### src/rtl/button_press_classifier.sv
// rtl/button_press_classifier.sv - classifies debounced button gestures as short, long or double press
// One five-state FSM with a shared saturating duration counter; every output is registered.
module button_press_classifier #(
  parameter int CNT_WIDTH  = 26,
  parameter int LONG_TICKS = 50_000_000,
  parameter int GAP_TICKS  = 25_000_000
) (
  input  logic clk,
  input  logic reset,
  input  logic db_in,
  output logic short_press,
  output logic long_press,
  output logic double_press,
  output logic hold
);

  typedef enum logic [2:0] {
    S_IDLE,
    S_PRESS1,
    S_LONG_HOLD,
    S_WAIT_GAP,
    S_PRESS2
  } state_t;

  // The edge cycle itself is the first sample of a run and the counter starts
  // at 0 one cycle later, so the Nth sample of a run sees r_cnt == N-2.
  localparam logic [CNT_WIDTH-1:0] LONG_LAST = CNT_WIDTH'(LONG_TICKS - 2);
  localparam logic [CNT_WIDTH-1:0] GAP_LAST  = CNT_WIDTH'(GAP_TICKS - 2);
  localparam logic [CNT_WIDTH-1:0] CNT_ONE   = CNT_WIDTH'(1);

  state_t               r_state;
  logic [CNT_WIDTH-1:0] r_cnt;
  logic                 r_db_q;
  logic                 w_rise;
  logic                 w_fall;
  logic [CNT_WIDTH-1:0] w_cnt_inc;

  assign w_rise    = db_in & ~r_db_q;
  assign w_fall    = ~db_in & r_db_q;
  assign w_cnt_inc = (r_cnt == '1) ? r_cnt : r_cnt + CNT_ONE;

  always_ff @(posedge clk or posedge reset) begin
    if (reset) begin
      r_state      <= S_IDLE;
      r_cnt        <= '0;
      r_db_q       <= 1'b0;
      short_press  <= 1'b0;
      long_press   <= 1'b0;
      double_press <= 1'b0;
      hold         <= 1'b0;
    end else begin
      r_db_q       <= db_in;
      short_press  <= 1'b0;
      long_press   <= 1'b0;
      double_press <= 1'b0;
      case (r_state)
        S_IDLE: begin
          if (w_rise) begin
            r_state <= S_PRESS1;
            r_cnt   <= '0;
          end
        end
        S_PRESS1: begin
          if (w_fall) begin
            r_state <= S_WAIT_GAP;
            r_cnt   <= '0;
          end else if (r_cnt == LONG_LAST) begin
            r_state    <= S_LONG_HOLD;
            r_cnt      <= '0;
            long_press <= 1'b1;
            hold       <= 1'b1;
          end else begin
            r_cnt <= w_cnt_inc;
          end
        end
        S_LONG_HOLD: begin
          if (w_fall) begin
            r_state <= S_IDLE;
            hold    <= 1'b0;
          end
        end
        S_WAIT_GAP: begin
          // A rise always beats gap expiry: the rising sample is not a low sample.
          if (w_rise) begin
            r_state <= S_PRESS2;
            r_cnt   <= '0;
          end else if (r_cnt == GAP_LAST) begin
            r_state     <= S_IDLE;
            r_cnt       <= '0;
            short_press <= 1'b1;
          end else begin
            r_cnt <= w_cnt_inc;
          end
        end
        S_PRESS2: begin
          if (w_fall) begin
            r_state      <= S_IDLE;
            double_press <= 1'b1;
          end
        end
        default: begin
          r_state <= S_IDLE;
          r_cnt   <= '0;
          hold    <= 1'b0;
        end
      endcase
    end
  end

endmodule

### config.mk
export PLATFORM = sky130hd
export DESIGN_NAME = button_press_classifier
export DESIGN_NICKNAME = d
export VERILOG_FILES = /design/src/rtl/button_press_classifier.sv
export SDC_FILE = /design/constraint.sdc
export NUM_CORES = 1
export LEC_CHECK = 0
export BUFFER_PORTS_ARGS = -buffer_cell sky130_fd_sc_hd__buf_4
export CAP_MARGIN = 20
export CORE_MARGIN = 10
export CORE_UTILIZATION = 55
export CTS_CLUSTER_SIZE = 14
export DETAILED_ROUTE_END_ITERATION = 10
export PLACE_DENSITY = 0.77
export SLEW_MARGIN = 20
export SYNTH_ARGS = -nofsm -noshare
export SYNTH_HDL_FRONTEND = slang
export SYNTH_SLANG_ARGS = --single-unit
### constraint.sdc
create_clock -name clk -period 2.12 [get_ports clk]
set_input_delay 0.424 -clock clk [delete_from_list [all_inputs] [get_ports clk]]
set_output_delay 0.424 -clock clk [all_outputs]
set_load 0.01 [all_outputs]
# == Word level (Yosys, flattened, before mapping) ==
# Index checks and enable logic that the tools add are counted.
# classes
addsub,1
n_eq_ne,14
n_bitwise,6
reduce_logical,6
mux,26
# op_table
operator,count
26-bit two-way mux,6
26-bit case mux with 4 select lines,1
26-bit equality test (second input constant),2
26-bit by 1-bit adder with 26-bit output (second input constant),1
26-bit by 25-bit equality test with 1-bit output (second input constant),1
3-bit two-way mux,6
3-bit case mux with 4 select lines,1
1-bit two-way mux,11
2-bit inequality test (second input constant),4
4-bit AND reduction,2
3-bit by 2-bit equality test with 1-bit output (second input constant),2
3-bit inequality test (second input constant),2
1-bit inverter,4
3-bit by 1-bit equality test with 1-bit output (second input constant),1
3-bit equality test (second input constant),1
3-bit logical NOT,1
1-bit case mux with 3 select lines,1
3-bit OR reduction,1
1-bit AND,2
2-bit by 1-bit inequality test with 1-bit output (second input constant),1
2-bit AND reduction,1
2-bit OR reduction,1
# word_totals
reg_bits,34
out_inout_bits,4
elab_cells,60
input_bits,3

# == Longest topological paths before layout ==
# Gate-level depths: netlist of run 1.
# logic_depth
depth_word,5
depth_mapped,9
ltp_nobuf,6

# == Least setup slack after synthesis of run 1 ==
# No wires, ideal clock.
# synth_timing
kind,reg-to-reg
from,register r_cnt[1]
to,register r_cnt[17]
arrival_ps,2055
required_ps,2043
n_path_buf,2
setup_ps,77
slack_ps,-13
stages_incl_launch_ff,9
period_less_slack_ps,2133
cell_sequence,dfrtp_1 ha_1 and3_1 and4_4 buf_6 a21o_1 buf_6 or4_1 a21oi_1
# synth_via
elab_chain_len,5
word_cells_on_any_way,10
cone_classes,1 x add/sub; 3 x eq/ne; 6 x mux
# synth_lines
element,line,source
from (decl),32,logic [CNT_WIDTH-1:0] r_cnt;
from (signal assigned),73,r_cnt <= w_cnt_inc;
from (signal assigned),92,r_cnt <= w_cnt_inc;
26-bit by 1-bit adder with 26-bit output / 26-bit equality test (equally long branches),40,assign w_cnt_inc = (r_cnt == '1) ? r_cnt : r_cnt + CNT_ONE;
26-bit two-way mux,40,
26-bit two-way mux (on tied branches),"87, 67",
26-bit two-way mux (on tied branches),"84, 64",
26-bit case mux with 4 select lines (*),56,case (r_state)
# Every way passes the cells marked *; elsewhere a longest branch is shown, timed or not.
# A chain may end at the register's enable or synchronous reset.

# == Final worst setup path of run 1 ==
# layout_timing
from,register r_cnt[0]
to,register r_cnt[19]
# Same word-level chain as after synthesis.

==> results.toml, run 1 <==
[layout]
antenna_cells = 0
fillCellCount = 299
stdcell_area_sq_um = 2570
drive_gt1_share_pct = 23.7
multi_input_area_sq_um = 1200
regArea_sq_um = 853
final_nets = 266
syn_to_final_growth_pct = 22.7

[run]
max_cap_violations = 0

[yosys]
syn_inst = 237
synth_area_per_cell_sq_um = 8.83
synthTopCellsByArea = "dfrtp_1 41%, a21oi_1 4.5%, nand4_1 4.2%"
synth_edf_count = 0
synthDistinctLibCells = 45
yosysSeqAreaShare_pct = 40.7
post-synth-top-count-cell = "dfrtp_1"
yosys.area.top_type = "dfrtp_1"
yosysTopAreaCellShare_pct = 40.7
synth_fp_nets = 242
syn_area_sq_um = 2090
synth-async-reset-ratio_pct = 100
synth_commonest_cells = "34 x dfrtp_1, 19 x a21oi_1, 16 x nand2_1, 15 x nor2_1, 14 x nand4_1"
ys_warn_count = 0
synth-seq-cells = 34
synth-main-ff-cell = "dfrtp_1"

[floorplan]
initial_core_util_pct = 57.1
dieArea_sq_um = 6670
die_h_um = 81.7
core_area_sq_um = 3660
rows = 22
dieWidth_um = 81.7
ios = 7

[placement]
port_buffers = 6
post-dp-hpwl_um = 3710
placed_area_sq_um = 2310
routabilityCongestion = 0.881

[routing]
vias = 2013
dr.pass1.iters = 6
ant_nets = 0
wl_per_cell_um = 18.1
postRouteWirelength_um = 5600
drc = 0
vias_per_cell = 6.49
drtIter0Drc = 285

[sta]
clock_skew_ns = 0.00913
rsz0062_at_grt = "yes"
slew_headroom_pct = 67.8
finalSetupViolCount = 0
max_freq_mhz = 477
hold_viol = 0
fin_crit_ns = 2.10
fin_crit_sh_pct = 98.9
tightest_slew_ns = 0.481
maxSlewViolCount = 0

[pwr]
ir_worst_vdd_mv = 0.665
totalPowerFinal_mw = 2.31
powerDensity_nw_per_um2 = 900
power.leakage_nw = 1.02

[global_route]
grt_max_degree = 35
grt-ovfl-total = 0
antenna_found_initial = 0
grt_pass1_vias = 1849
gr-usage-all-layers_pct = 16.6
grt_pass1_wl_um = 8670

[cts]
insertion_delay_ns = 0.30
postCtsHoldBufs = 0
numCtsBuffers = 5
cts-root-buf = "clkbuf_8"
h-tree-depth = 2
clock_sinks = 34
tritoncts = "done"
path_clk_slew_ns = 0.08
cts.path.max_buffers = 2

[setup_path]
critical_path_peak_fanout = 14
worst_setup_path_start_kind = "register"
required_ns = 2.35
crit_path_end_kind = "register"
criticalPathCategory = "register to register"
r2r_setup_slack_ns = 0.02
arrival_ns = 2.32

[min_path]
hp-class = "input pin to async pin"

[outcome]
outcome = "finished clean"
worst max-delay path: stages (launching register included):
cell,delay [ns]
dfrtp_1,0.40
ha_2,0.21
and3_4,0.18
and4_4,0.21
a21o_4,0.23
buf_12,0.14
or4_4,0.51
a21oi_2,0.14
kinds of logic after synthesis:
| kind of cell | synth area share, % |
|---|---|
| buffers and inverters | 5.32 |
| adder cells (fa/ha/maj) | 1.20 |
| AO/OA/AOI/OAI | 17.5 |
| XOR/XNOR | 3.35 |
| flip-flops | 40.7 |
| AND/OR/NAND/NOR | 31.9 |
layout make-up:
| cell class | instances | area share [%] |
|---|---|---|
| clock buffers | 5 | 2.68 |
| flip-flops and latches | 34 | 33.3 |
| well taps | 48 | 2.34 |
| repair buffers | 33 | 11.4 |
| clock inverters | 3 | 2.68 |
| inverters | 6 | 0.878 |
| multi-input cells | 181 | 46.8 |
layout by cell type (no fill, tap or decap), drive strengths merged, types with 2 or more instances in the layout:
master	netlist	final
dfrtp	34	34
buf	8	32
a21oi	19	19
nand2	16	16
nor2	15	15
nand4	14	14
o21ai	11	11
o31ai	11	11
nand3	10	10
or3	9	9
nor4	9	9
and3	9	9
xnor2	8	8
nor3	7	7
inv	6	6
clkbuf	8	6
or4	6	6
o211ai	4	4
and4	4	4
nand2b	3	3
a31oi	2	2
a22oi	2	2
or2	2	2
bufinv	0	2
nor4bb	2	2
ha	2	2
routing by layer:
metal / global-route usage (%) / routed length [um] / up-vias
met5: 0 / 0 / -
met4: 6.97 / 117 / 0
met3: 4.15 / 288 / 11
met2: 26.9 / 2780 / 78
met1: 20.8 / 2410 / 973
li1: - / - / 951
per-stage QoR:
stage	instances	worst slack, ns	setup TNS (ns)	util, %	hold WS [ns]
after CTS	306	0.00327	0	67.0	0.241
final	310	0.0233	0	70.1	0.218
after global routing	310	-0.0314	-0.0897	70.1	0.238
after global placement	298	0.0642	0	63.1	0.532
after floorplan	237	0.0217	0	-	0.455
after detailed placement	298	-0.00493	-0.00493	63.1	0.542
where the power goes:
part / leakage, nW / internal, mW / switching (mW)
logic: 0.494 / 0.359 / 0.452
clock network: 0.0683 / 0.471 / 0.257
registers: 0.461 / 0.704 / 0.0672
total: 1.02 / 1.53 / 0.776
worst paths after layout:
path                               start          to  cells past startpoint
worst max-delay path            r_cnt[0]   r_cnt[19]                      7
worst min-delay path               reset  long_press                      3
worst max register to register  r_cnt[0]   r_cnt[19]                      7
worst min register to register      hold        hold                      2
max in group asynchronous          reset    r_cnt[5]                      3
min in group clk                   db_in      r_db_q                      1
state kept, by name (all words and copies together) (netlist names):
name          cells
hold              1
long_press        1
r_db_q            1
r_state           3
double_press      1
short_press       1
r_cnt            26
what timing repair did:
action,4_1_cts,5_1_grt
gates resized for setup,1,16
gates cloned,0,2
buffers inserted,0,2
pin swaps,2,9
endpoints found under the setup margin,5,28
Note: power is estimated with default switching activity, not from simulation.
==> run 2: changes to the inputs <==
--- a/config.mk
+++ b/config.mk
@@ -7,11 +7,10 @@
 export LEC_CHECK = 0
 export BUFFER_PORTS_ARGS = -buffer_cell sky130_fd_sc_hd__buf_4
 export CAP_MARGIN = 20
-export CORE_MARGIN = 10
 export CORE_UTILIZATION = 55
 export CTS_CLUSTER_SIZE = 14
 export DETAILED_ROUTE_END_ITERATION = 10
-export PLACE_DENSITY = 0.77
+export PLACE_DENSITY = 0.74
 export SLEW_MARGIN = 20
 export SYNTH_ARGS = -nofsm -noshare
 export SYNTH_HDL_FRONTEND = slang
==> constraint.sdc (replaced) <==
create_clock -name clk -period 2.03 [get_ports clk]
set_input_delay 0.406 -clock clk [delete_from_list [all_inputs] [get_ports clk]]
set_output_delay 0.406 -clock clk [all_outputs]
set_load 0.01 [all_outputs]
==> run 2 against run 1 <==
  * The run now ends with negative setup slack left
  * Global-route usage up 12 points
  * Critical path depth fell by 1
  * Via count down 0.25%
  * Power down 3.5%
  * Routed wire length shrank 3.3%
==> results.toml, run 2 (synthesis gave the netlist of run 1 again) <==
[outcome]
outcome = "finished, violations left"
violations = "negative setup slack"

[sta]
hold_viol = 0
layout_setup_ws_ns = -0.0282
finalSetupViolCount = 22
rsz0062_at_grt = "yes"
max_freq_mhz = 486
tightest_slew_ns = 0.442
clock_skew_ns = 0.0103
maxSlewViolCount = 0
fin_crit_ns = 2.06
fin_crit_sh_pct = 101
slew_headroom_pct = 70.6

[layout]
largestRegisters = "r_cnt x26, r_state x3"
fin_util_pct = 70.2
final_nets = 270
antenna_cells = 0
regArea_sq_um = 851
fin_cells = 314
fillCellCount = 288
final_cell_mix = "34 x dfrtp_1, 33 x buf_4, 18 x a21oi_1"
drive_gt1_share_pct = 25.6
largest-register = "r_cnt"
layout_commonest_cell = "dfrtp_1"
syn_to_final_growth_pct = 22.9
multi_input_area_sq_um = 1220
largest_reg_flops = 26

[global_route]
grt_max_degree = 35
gr-usage-all-layers_pct = 29.0
grt_pass1_vias = 1937
antenna_found_initial = 0
grt-ovfl-total = 0
grt_pass1_wl_um = 9030

[setup_path]
path_buf_inv = 1
critical_path_peak_fanout = 22
r2r_setup_slack_ns = -0.03
worst_setup_path_start_kind = "register"
arrival_ns = 2.23
crit_path_end_kind = "register"
required_ns = 2.20
cp_slowest_cell = "or4bb_4"
cp_top_family = "simple AND/OR/NAND/NOR gates"
path_cells = "or4bb_4, nor4_4, a21oi_2, nor3_2, buf_12, a21oi_1"
cp_slowest_stage_delay_ns = 0.58
criticalPathCategory = "register to register"

[routing]
drc = 0
vias = 2008
drtIter0Drc = 144
postRouteWirelength_um = 5420
ant_nets = 0
vias_per_cell = 6.39
wl_per_cell_um = 17.2
dr.pass1.iters = 4

[min_path]
hp-class = "input pin to async pin"

[cts]
cts-root-buf = "clkbuf_8"
path_clk_slew_ns = 0.08
clock_sinks = 34
cts.path.max_buffers = 2
postCtsHoldBufs = 0
tritoncts = "done"
numCtsBuffers = 5
insertion_delay_ns = 0.30
h-tree-depth = 2

[run]
max_cap_violations = 0

[pwr]
powerDensity_nw_per_um2 = 867
totalPowerFinal_mw = 2.23
power.leakage_nw = 1.04
ir_worst_vdd_mv = 0.433

[floorplan]
dieArea_sq_um = 4050
ios = 7
dieWidth_um = 63.7
rows = 22
initial_core_util_pct = 57.1
die_h_um = 63.7
core_area_sq_um = 3660

[placement]
routabilityCongestion = 0.839
port_buffers = 6
post-dp-hpwl_um = 3590
place_ws_ns = -0.00328
place_inst = 304
==> run 2: cell count changes in the layout (fill, tap and decap cells not counted), sizes merged <==
cell and delta:
buf +5, bufinv -1, clkinv +1, clkbuf -1
==> run 2: power breakdown <==
part           leakage, nW  internal, mW  switching, mW  total [mW]
Sequential           0.464         0.735         0.0687       0.804
Combinational        0.516         0.333          0.469       0.802
Clock               0.0579         0.361          0.263       0.624
==> run 2: worst min-delay path: stages <==
cell and delay (ns):
buf_4 0.11, inv_1 0.04, buf_4 0.38
==> run 2: what timing repair did <==
item | 4_1_cts | 5_1_grt
pin swaps | 3 | 1
gates resized for setup | 4 | 17
cloned | 1 | 0
endpoints found under the setup margin | 5 | 29
buffers inserted | 1 | 0
==> run 2: metrics by stage <==
step	instance area (sq um)	setup TNS [ns]	hold WS [ns]
after detailed placement	2360	-0.00328	0.541
after CTS	2500	0	0.224
final	2570	-0.380	0.201
after global placement	2360	-0.0654	0.532
after global routing	2570	-1.37	0.226
after floorplan	2100	-0.0160	0.437
==> run 2: path summary, 6_finish.rpt <==
kind	start	end	cells past startpoint
min in group clk	db_in	r_db_q	1
hold reg to reg	hold	hold	2
hold / removal	reset	short_press	3
max in group asynchronous	reset	r_cnt[17]	3
setup reg to reg	r_cnt[15]	r_cnt[19]	6
setup / recovery	r_cnt[15]	r_cnt[19]	6
==> run 2: layout make-up <==
| type | instances | area share (%) |
|---|---|---|
| clock buffer | 5 | 2.68 |
| clock inverter | 3 | 1.56 |
| inverter | 6 | 0.876 |
| multi-input combinational | 181 | 47.6 |
| sequential | 34 | 33.1 |
| tap | 48 | 2.34 |
| timing repair buffer | 37 | 11.8 |
==> run 2: layer usage <==
layer	track usage [%]	vias to the layer above	wire length, um
met1	37.0	965	2390
met5	0	-	0
met4	14.2	0	135
met2	46.5	71	2660
met3	5.98	12	236
li1	-	960	-
==> run 3: changes to the inputs <==
--- a/config.mk
+++ b/config.mk
@@ -11,6 +11,7 @@
 export CTS_CLUSTER_SIZE = 14
 export DETAILED_ROUTE_END_ITERATION = 10
 export PLACE_DENSITY = 0.74
+export REMOVE_ABC_BUFFERS = 1
 export SLEW_MARGIN = 20
 export SYNTH_ARGS = -nofsm -noshare
 export SYNTH_HDL_FRONTEND = slang
==> run 3 against run 2 <==
  * Sequential share of layout area is 0.86 points lower
  * Critical path type unchanged
  * Clock power fell by 5.3%
  * Routed wire length up 0.63%
  * Sequential power fell by 1%
  * Maximum frequency decreased by 0.33%
  * Hold slack improved by 0.0064 ns
  * Worst setup slack got worse by 0.0069 ns
  * Non-clock buffer count is 14 higher
  * The flow still finishes with violations (negative setup slack)
==> results.toml, run 3 (synthesis gave the netlist of run 1 again) <==
[sta]
maxSlewViolCount = 0
tightest_slew_ns = 0.465
fin_tns_setup_ns = -0.444
rsz0062_at_grt = "yes"
fin_crit_sh_pct = 102
hold_viol = 0
layout_setup_ws_ns = -0.0351
max_freq_mhz = 484
hold_slack_ns = 0.207
slew_headroom_pct = 68.7
finalSetupViolCount = 26
clock_skew_ns = 0.00626
fin_crit_ns = 2.07

[global_route]
gr-usage-all-layers_pct = 28.7
antenna_found_initial = 0
grt-ovfl-total = 0
use_met2_pct = 46.0
grt_pass1_wl_um = 8950
grt_use_met1_pct = 38.6
grt_max_degree = 35
grt.busiest_layer = "met2"
grt_pass1_vias = 1870
grt.met3_usage_pct = 6.34

[pwr]
power.share.switching_pct = 35.0
ir_worst_vdd_mv = 0.545
power.leakage_nw = 1.09
powerDensity_nw_per_um2 = 857
seqPwrFrac_pct = 35.1
combPwrFrac_pct = 38.8
p_switching_mw = 0.792
clkPwrFrac_pct = 26.1
totalPowerFinal_mw = 2.27
internal_power_mw = 1.47

[placement]
placed_area_sq_um = 2410
port_buffers = 6
post-dp-hpwl_um = 3800
routabilityCongestion = 0.912
place_ws_ns = -0.0370
place_inst = 313

[floorplan]
dieWidth_um = 63.7
dieArea_sq_um = 4050
initial_core_util_pct = 57.1
core_area_sq_um = 3660
die_h_um = 63.7
rows = 22
ios = 7

[min_path]
hp-class = "input pin to async pin"

[setup_path]
crit_path_end_kind = "register"
cp_slowest_stage_delay_ns = 0.55
required_ns = 2.19
cp_top_family = "simple AND/OR/NAND/NOR gates"
worst_setup_path_start_kind = "register"
path_cells = "or4bb_4, nor4_4, a21oi_2, buf_6, o31ai_2, o211ai_1"
arrival_ns = 2.23
path_buf_inv = 1
criticalPathCategory = "register to register"
critical_path_peak_fanout = 10
cp_slowest_cell = "or4bb_4"

[layout]
stdcell_area_sq_um = 2640
syn_to_final_growth_pct = 26.4
fin_util_pct = 72.2
fin_cells = 328
largest-register = "r_cnt"
largestRegisters = "r_cnt x26, r_state x3"
final_nets = 284
final_cell_mix = "46 x buf_4, 33 x dfrtp_1, 16 x a21oi_1, 16 x nand2_1, 15 x nor2_1"
layout_commonest_cell = "buf_4"
largest_reg_flops = 26
antenna_cells = 0
drive_gt1_share_pct = 28.2

[cts]
cts-root-buf = "clkbuf_8"
cts.path.max_buffers = 2
insertion_delay_ns = 0.29
numCtsBuffers = 5
h-tree-depth = 2
tritoncts = "done"
clock_sinks = 34
postCtsHoldBufs = 0
path_clk_slew_ns = 0.07

[routing]
postRouteWirelength_um = 5450
vias = 2085
drc = 0
wl_per_cell_um = 16.6
dr.pass1.iters = 5
drtIter0Drc = 191
ant_nets = 0
vias_per_cell = 6.36

[outcome]
violations = "negative setup slack"
outcome = "finished, violations left"

[run]
max_cap_violations = 0
[run 3: cell count changes in the layout (fill, tap and decap cells not counted), moves of 3 or more]
cell | before | now
or4_4 | 0 | 3
buf_4 | 33 | 46
clkbuf_8 | 5 | 8
buf_6 | 1 | 4
or4_1 | 6 | 3
[run 3: path summary, 6_finish.rpt]
kind | start | end | slack (ns) | cells past startpoint
setup / recovery | r_cnt[15] | r_state[0] | -0.04 | 6
hold / removal | reset | r_cnt[14] | 0.21 | 3
setup reg to reg | r_cnt[15] | r_state[0] | -0.04 | 6
hold reg to reg | r_state[2] | hold | 0.54 | 1
max in group asynchronous | reset | r_cnt[13] | 1.51 | 3
min in group clk | db_in | r_db_q | 0.24 | 1
[run 3: timing repair]
action,in CTS,in global routing
setup endpoints to repair,5,15
buffers inserted,1,6
resized for setup,3,16
pin swaps,3,4
gates cloned,0,0
[run 3: worst register-to-register path, stage by stage (launching register included)]
cell and delay, ns:
dfrtp_1 0.43, or4bb_4 0.55, nor4_4 0.33, a21oi_2 0.12
buf_6 0.16, o31ai_2 0.24, o211ai_1 0.12
[run 3: routing by layer]
metal | vias up | wire length (um)
li1 | 987 | -
met1 | 1003 | 2430
met2 | 85 | 2590
met3 | 10 | 369
met4 | 0 | 62
met5 | - | 0
[run 3: layout make-up]
cell class | instances | area, sq um
clock buffers | 8 | 110
inverters | 6 | 22.5
well taps | 48 | 60.1
repair buffers | 51 | 410
flip-flops and latches | 34 | 852
multi-input cells | 181 | 1190
fillers | 287 | 1020
[run 3: power by group through the flow]
stage	clock (mW)	sequential, mW	combinational (mW)
2_1_floorplan	0	0.822	0.368
3_3_place_gp	0	0.796	0.721
3_5_place_dp	0	0.800	0.738
4_1_cts	0.602	0.787	0.751
5_1_grt	0.622	0.799	0.956
6_report	0.591	0.794	0.880
